--- src/rtl/uart_rx_fifo.sv ---
// 8N1 UART receiver with a first-word-fall-through receive FIFO.
// Consumer side uses the data_ready/read_ack handshake shared with spi_slave.
`timescale 1ns/1ps
module uart_rx_fifo #(
    parameter int CLOCK_FREQUENCY = 27000000,
    parameter int BAUD_RATE       = 115200,
    parameter int BAUD_DIVISOR    = CLOCK_FREQUENCY / BAUD_RATE,
    parameter int FIFO_DEPTH      = 16
) (
    input  logic       clk,
    input  logic       rst_n,
    input  logic       rx,
    input  logic       read_ack,
    output logic [7:0] received_data,
    output logic       data_ready,
    output logic       framing_error,
    output logic       overrun
);
    localparam int CW = $clog2(BAUD_DIVISOR);
    localparam int AW = $clog2(FIFO_DEPTH);
    localparam logic [CW-1:0] HALF_CNT = CW'(BAUD_DIVISOR / 2 - 1);
    localparam logic [CW-1:0] FULL_CNT = CW'(BAUD_DIVISOR - 1);

    typedef enum logic [1:0] {S_IDLE, S_START, S_DATA, S_STOP} state_e;

    state_e        state_q, state_d;
    logic [CW-1:0] cnt_q, cnt_d;
    logic [2:0]    bit_idx_q, bit_idx_d;
    logic [7:0]    shift_q, shift_d;
    logic          sync1_q, rx_s_q, rx_p_q;
    logic          fe_q, fe_d, ov_q, ov_d;
    logic [AW:0]   wr_ptr_q, wr_ptr_d, rd_ptr_q, rd_ptr_d;
    logic [7:0]    mem_q [FIFO_DEPTH];
    logic          push, pop, empty, full;

    assign empty = (wr_ptr_q == rd_ptr_q);
    assign full  = (wr_ptr_q[AW] != rd_ptr_q[AW]) && (wr_ptr_q[AW-1:0] == rd_ptr_q[AW-1:0]);
    assign pop   = read_ack && !empty;

    assign received_data = mem_q[rd_ptr_q[AW-1:0]];
    assign data_ready    = !empty;
    assign framing_error = fe_q;
    assign overrun       = ov_q;

    // NOTE: every variable gets a default before the case so no latch is inferred.
    always_comb begin
        state_d   = state_q;
        cnt_d     = cnt_q;
        bit_idx_d = bit_idx_q;
        shift_d   = shift_q;
        push      = 1'b0;
        fe_d      = 1'b0;
        ov_d      = 1'b0;
        case (state_q)
            S_IDLE: begin
                if (rx_p_q && !rx_s_q) begin
                    state_d = S_START;
                    cnt_d   = '0;
                end
            end
            S_START: begin
                if (cnt_q == HALF_CNT) begin
                    cnt_d     = '0;
                    bit_idx_d = '0;
                    state_d   = rx_s_q ? S_IDLE : S_DATA;
                end else begin
                    cnt_d = cnt_q + 1'b1;
                end
            end
            S_DATA: begin
                if (cnt_q == FULL_CNT) begin
                    shift_d[bit_idx_q] = rx_s_q;
                    cnt_d     = '0;
                    bit_idx_d = bit_idx_q + 1'b1;
                    if (bit_idx_q == 3'd7) state_d = S_STOP;
                end else begin
                    cnt_d = cnt_q + 1'b1;
                end
            end
            S_STOP: begin
                if (cnt_q == FULL_CNT) begin
                    state_d = S_IDLE;
                    cnt_d   = '0;
                    // A simultaneous pop frees the slot, so a full FIFO still accepts the byte.
                    if (!rx_s_q)            fe_d = 1'b1;
                    else if (!full || pop)  push = 1'b1;
                    else                    ov_d = 1'b1;
                end else begin
                    cnt_d = cnt_q + 1'b1;
                end
            end
            default: state_d = S_IDLE;
        endcase
        wr_ptr_d = wr_ptr_q + (AW + 1)'(push);
        rd_ptr_d = rd_ptr_q + (AW + 1)'(pop);
    end

    // NOTE: sequential state uses non-blocking assignments only.
    always_ff @(posedge clk or negedge rst_n) begin
        if (!rst_n) begin
            sync1_q   <= 1'b1;
            rx_s_q    <= 1'b1;
            rx_p_q    <= 1'b1;
            state_q   <= S_IDLE;
            cnt_q     <= '0;
            bit_idx_q <= '0;
            shift_q   <= '0;
            fe_q      <= 1'b0;
            ov_q      <= 1'b0;
            wr_ptr_q  <= '0;
            rd_ptr_q  <= '0;
            // NOTE: the storage is reset so received_data reads 0 out of reset.
            for (int i = 0; i < FIFO_DEPTH; i++) mem_q[i] <= '0;
        end else begin
            sync1_q   <= rx;
            rx_s_q    <= sync1_q;
            rx_p_q    <= rx_s_q;
            state_q   <= state_d;
            cnt_q     <= cnt_d;
            bit_idx_q <= bit_idx_d;
            shift_q   <= shift_d;
            fe_q      <= fe_d;
            ov_q      <= ov_d;
            wr_ptr_q  <= wr_ptr_d;
            rd_ptr_q  <= rd_ptr_d;
            if (push) mem_q[wr_ptr_q[AW-1:0]] <= shift_q;
        end
    end
endmodule

--- config.mk ---
export PLATFORM = sky130hd
export DESIGN_NAME = uart_rx_fifo
export DESIGN_NICKNAME = d
export VERILOG_FILES = /design/src/rtl/uart_rx_fifo.sv
export SDC_FILE = /design/constraint.sdc
export NUM_CORES = 1
export LEC_CHECK = 0
export ABC_CLOCK_PERIOD_IN_PS = 5800
export CAP_MARGIN = 20
export CORE_UTILIZATION = 55
export DETAILED_ROUTE_END_ITERATION = 6
export PLACE_DENSITY = 0.72
export SETUP_SLACK_MARGIN = 0.15
export SLEW_MARGIN = 20
export SYNTH_ARGS = -nofsm -noshare
export SYNTH_HDL_FRONTEND = slang
export SYNTH_SLANG_ARGS = --single-unit
--- constraint.sdc ---
create_clock -name clk -period 5.8 [get_ports clk]
set_clock_uncertainty 0.2 [all_clocks]
set_input_delay 0.58 -clock clk [delete_from_list [all_inputs] [get_ports clk]]
set_output_delay 0.58 -clock clk [all_outputs]
set_load 0.02 [all_outputs]
Yosys cells after proc, flatten, opt, wreduce, memory -nomap -nowiden:

Index checks and enable logic that the tools add are counted.

* register bits: 164
* input bits: 4
* output and inout port bits: 11
* word-level logic and storage cells: 101

* add/subtract/negate cells: 4
* magnitude comparators: 5
* equality and inequality tests: 14
* mux-type cells: 34
* bitwise gates (word level): 2
* reductions and logical operators: 15

Operator list (number)
* $bwmux 128: 1
* $mux 8: 6
* $bmux 8 s4: 1
* $demux 8 s4: 1
* $pmux 8 s3: 1
* $mux 1: 12
* $mux 2: 6
* $add 5x1->5: 2
* $ge 5x5->1 const B: 2
* $ne 2x2->1 const B: 5
* $not 4->5: 2
* $add 8x1->8 const B: 1
* $bwmux 8: 1
* $eq 8x7->1 const B: 1
* $eq 8x8->1 const B: 1
* $pmux 2 s4: 1
* $mux 3: 2
* $pmux 3 s2: 1
* $eq 5x5->1: 1
* $logic_and 1x1->1: 5
* $lt 5x1->1 const B: 1
* $reduce_and 5->1: 1
* $eq 2x2->1 const B: 2
* $eq 4x4->1: 1
* 14 further kinds: 16

Depth between registers and ports, before layout:

* depth in word-level cells: 9
* mapped depth: 12
* depth with buffers taken out: 9

Least setup slack after synthesis:

No wires, ideal clock.

* path kind: reg-to-reg
* start point: reg rd_ptr_q[1]
* end point: reg rd_ptr_q[4]
* library setup time: 0.081 ns
* data arrival time: 2.480 ns
* data required time: 5.519 ns
* setup slack: 3.040 ns
* cell stages (with the launch flop): 12
* buffers on the path: 3
* period minus slack after synthesis: 2.760 ns
* path through: dfrtp_1 buf_2 xor2_1 nor4_1 buf_4 buf_4 nand2_1 and2_1 ha_1 ha_1 nand3_1 xnor2_1

* longest elaborated chain between the ends: 4

RTL lines
* from (decl): RTL line 32 `logic [AW:0] wr_ptr_q, wr_ptr_d, rd_ptr_q, rd_ptr_d;`
* from (signal assigned): RTL line 125 `rd_ptr_q <= rd_ptr_d;`
* $eq 5x5->1: RTL line 36 `assign empty = (wr_ptr_q == rd_ptr_q);`
* $logic_not 1->1
* net data_ready: RTL line 15 `output logic data_ready,`
* $logic_and 1x1->1: RTL line 38 `assign pop = read_ack && !empty;`
* $add 5x1->5: RTL line 95 `rd_ptr_d = rd_ptr_q + (AW + 1)'(pop);`
* net rd_ptr_d[4]: RTL line 32

The timed path passes the listed nets, and every way through them passes these cells.
A chain may end at the register's enable or synchronous reset.

Worst setup path after layout:

* start point: reg rd_ptr_q[0]
* end point: out received_data[6]

* longest elaborated chain between the ends: 4

RTL lines
* $not 4->5 (not written as such): RTL line 40 `assign received_data = mem_q[rd_ptr_q[AW-1:0]];`
* $bmux 8 s4: RTL line 40
* $mux 8 (not written as such) (2 in a row): RTL line 40
* to (decl): RTL line 14 `output logic [7:0] received_data,`

No other way between the ends. The select of a mux whose other input is x is not followed.

==> impl_metrics.toml <==
[power_and_ir_drop]
power.internal_mw = 2.08
pwr-share-comb = 0.184
p_switching_mw = 0.917
p_sw_frac = 0.306
sequentialPowerShare = 0.449
p_total_mw = 2.99
leakagePower_nw = 3.97
max-vdd-ir-drop_mv = 0.236
clkPwrFrac = 0.367
p_per_area_nw_per_um2 = 339

[placed_design]
gp_congestion = 0.744
hpwl_um = 10100
dpl.cell_count = 703
io_buffers = 14

[routing]
avgRoutedWirePerCell_um = 21.1
routed_wirelength_um = 15500
drt_pass1_iterations = 4
vias = 4486
viasPerCell = 6.10
drc_errors = 0
drt-initial-drc-count = 215
ant_nets = 0

[yosys]
synth_edf_count = 0
syn_inst = 541
synthesis.nets = 554
synthFlopType = "dfrtp_1"
yosys.area.top_type = "dfrtp_1"
async_flop_share = 1.00
ys_top_cells_by_area = "dfrtp_1, mux2_2, mux4_2"
syn-cell-area_sq_um = 8010
avgSynthCellArea_sq_um = 14.8
yosysUniqueCellTypes = 46
synth_top_area_frac = 0.503
yosysSeqAreaShare = 0.513
yosysWarningCount = 0
ys_ff_latch = 164

[die]
row_count = 43
dieArea_sq_um = 15100
num_io_pins = 15
coreArea_sq_um = 14000
start_util = 0.570
chipWidth_um = 123
die_h_um = 123

[timing]
fin_crit_sh = 0.704
rsz0062_at_grt = "false"
setup_violations = 0
worst_pin_slew_ns = 0.997
slew_headroom = 0.334
finalHoldViolCount = 0
slew_violations = 0
fin_crit_ns = 4.08
tns_ns = 0
max_freq_ghz = 0.245

[worst_setup_path]
r2r_setup_slack_ns = 2.63
crit_chain = "buf_4, mux4_2, nor2b_1, a211oi_1, a21oi_1, clkdlybuf4s50_1"
cp.arrival_ns = 3.30
crit_path_end_kind = "output pin"
reg2reg_depth = 5
critPathKind = "reg -> out"
start_kind = "register"
slowest_delay_ns = 0.97
slowest_stage = "dfrtp_2"
crit_required_ns = 5.02
crit_fanout = 26
r2r_end = "mem_q[20]$_DFFE_PN0P_"
timing.rr.start = "rd_ptr_q[0]$_DFF_PN0_"

[final_layout]
final_cells = 735
layout_commonest_cell = "dfrtp_1"
fillers = 1030
drive_above_1_share = 0.416
nets = 555
area_growth_pct = 10.2
final_cell_mix = "dfrtp_1, mux2_2, mux4_2"
antenna_cells = 0
postLayoutCoreUtil = 0.629

[clock_network]
clkSinkCount = 164
post_cts_buffers = 0
path_clk_slew_ns = 0.06
clockRootBuffer = "clkbuf_16"
ctsResizeCount = 0
htree_levels = 4
clk_latency_ns = 0.42
numCtsBuffers = 17
cts_tree = "done"
cts_hold_buf = 0
clock_path_buffers = 2

[grt]
grt_max_degree = 115
antenna_found_initial = 0
first_global_vias = 4725
track_usage = 0.237
grt_first_pass_wirelength_um = 26000
grt_overflow = 0

[run_status]
status = "finished, final reports clean"

[flow_run]
drv_cap = 0

[worst_hold_path]
hp-class = "in -> async"
## sequential cells by signal, summed over array words and instances (netlist names), named ones only
name and flops:
mem_q 128, cnt_q 8, shift_q 8, rd_ptr_q 5
wr_ptr_q 5, bit_idx_q 3, framing_error 1, overrun 1
rx_p_q 1, rx_s_q 1, state_q 1, sync1_q 1
## cells in the mapped netlist (all sizes together) (6+ instances only)
master     n
dfrtp    161
mux2     136
mux4      32
buf       24
nand2     22
a2111oi   16
clkbuf    14
nor2b     13
a21oi     11
mux2i     10
nand3     10
a211oi     9
ha         9
inv        6
nor2       6
nor3       6
o22ai      6
xor2       6
## cell families after synthesis
kind of cell             synth area share
multiplexers                        0.294
flip-flops                          0.513
AND/OR/NAND/NOR                    0.0537
AO/OA/AOI/OAI                      0.0872
buffers and inverters              0.0266
XOR/XNOR                           0.0120
adder cells (fa/ha/maj)            0.0141
## power groups by stage
stage	clock, mW	sequential [mW]	combinational (mW)
3_5_place_dp	0	1.36	0.553
4_1_cts	1.13	1.34	0.555
5_1_grt	1.17	1.36	0.597
6_report	1.10	1.34	0.550
3_3_place_gp	0	1.36	0.539
2_1_floorplan	0	1.23	0.503
## worst max path at each step
stage	to	cells past startpoint	startpoint
floorplan	rd_ptr_q[4]$_DFF_PN0_	11	rd_ptr_q[1]$_DFF_PN0_
global placement	received_data[6]	6	rd_ptr_q[0]$_DFF_PN0_
detailed placement	received_data[6]	6	rd_ptr_q[0]$_DFF_PN0_
CTS	received_data[6]	6	rd_ptr_q[0]$_DFF_PN0_
global route	received_data[6]	6	rd_ptr_q[0]$_DFF_PN0_
finish	received_data[6]	6	rd_ptr_q[0]$_DFF_PN0_
## metal layers
layer  vias to the layer above  wire (um)  global-route usage
met2                        84       7530               0.376
met5                         -          0                   0
met4                         0        231              0.0831
met3                        14        433              0.0446
met1                      2361       7290               0.327
li1                       2027          -                   -
## through the flow
step                cell area [sq um]  hold WS (ns)  setup WS, ns
floorplan                        8010        0.0844          3.04
global placement                 8240         0.147          2.12
detailed placement               8240         0.147          2.13
CTS                              8820         0.156          1.65
global route                     8830         0.147          1.46
finish                           8830        0.0824          1.72
## worst max-delay path, delay by kind of cell (launching register included)
kind	cells	cell delay, ns
AO/OA/AOI/OAI	2	0.29
multiplexers	1	0.51
flip-flops	1	0.97
AND/OR/NAND/NOR	1	0.14
buffers and inverters	2	0.95
## final cells by class
class                      count  area, sq um  area share
sequential                   164         4110       0.466
multi-input combinational    333         3700       0.419
clock buffer                  20          447      0.0506
tap                          180          225      0.0255
timing repair buffer          20          189      0.0214
clock inverter                12          133      0.0150
inverter                       6         22.5     0.00255
No activity file was read; power rests on OpenSTA's default activity.
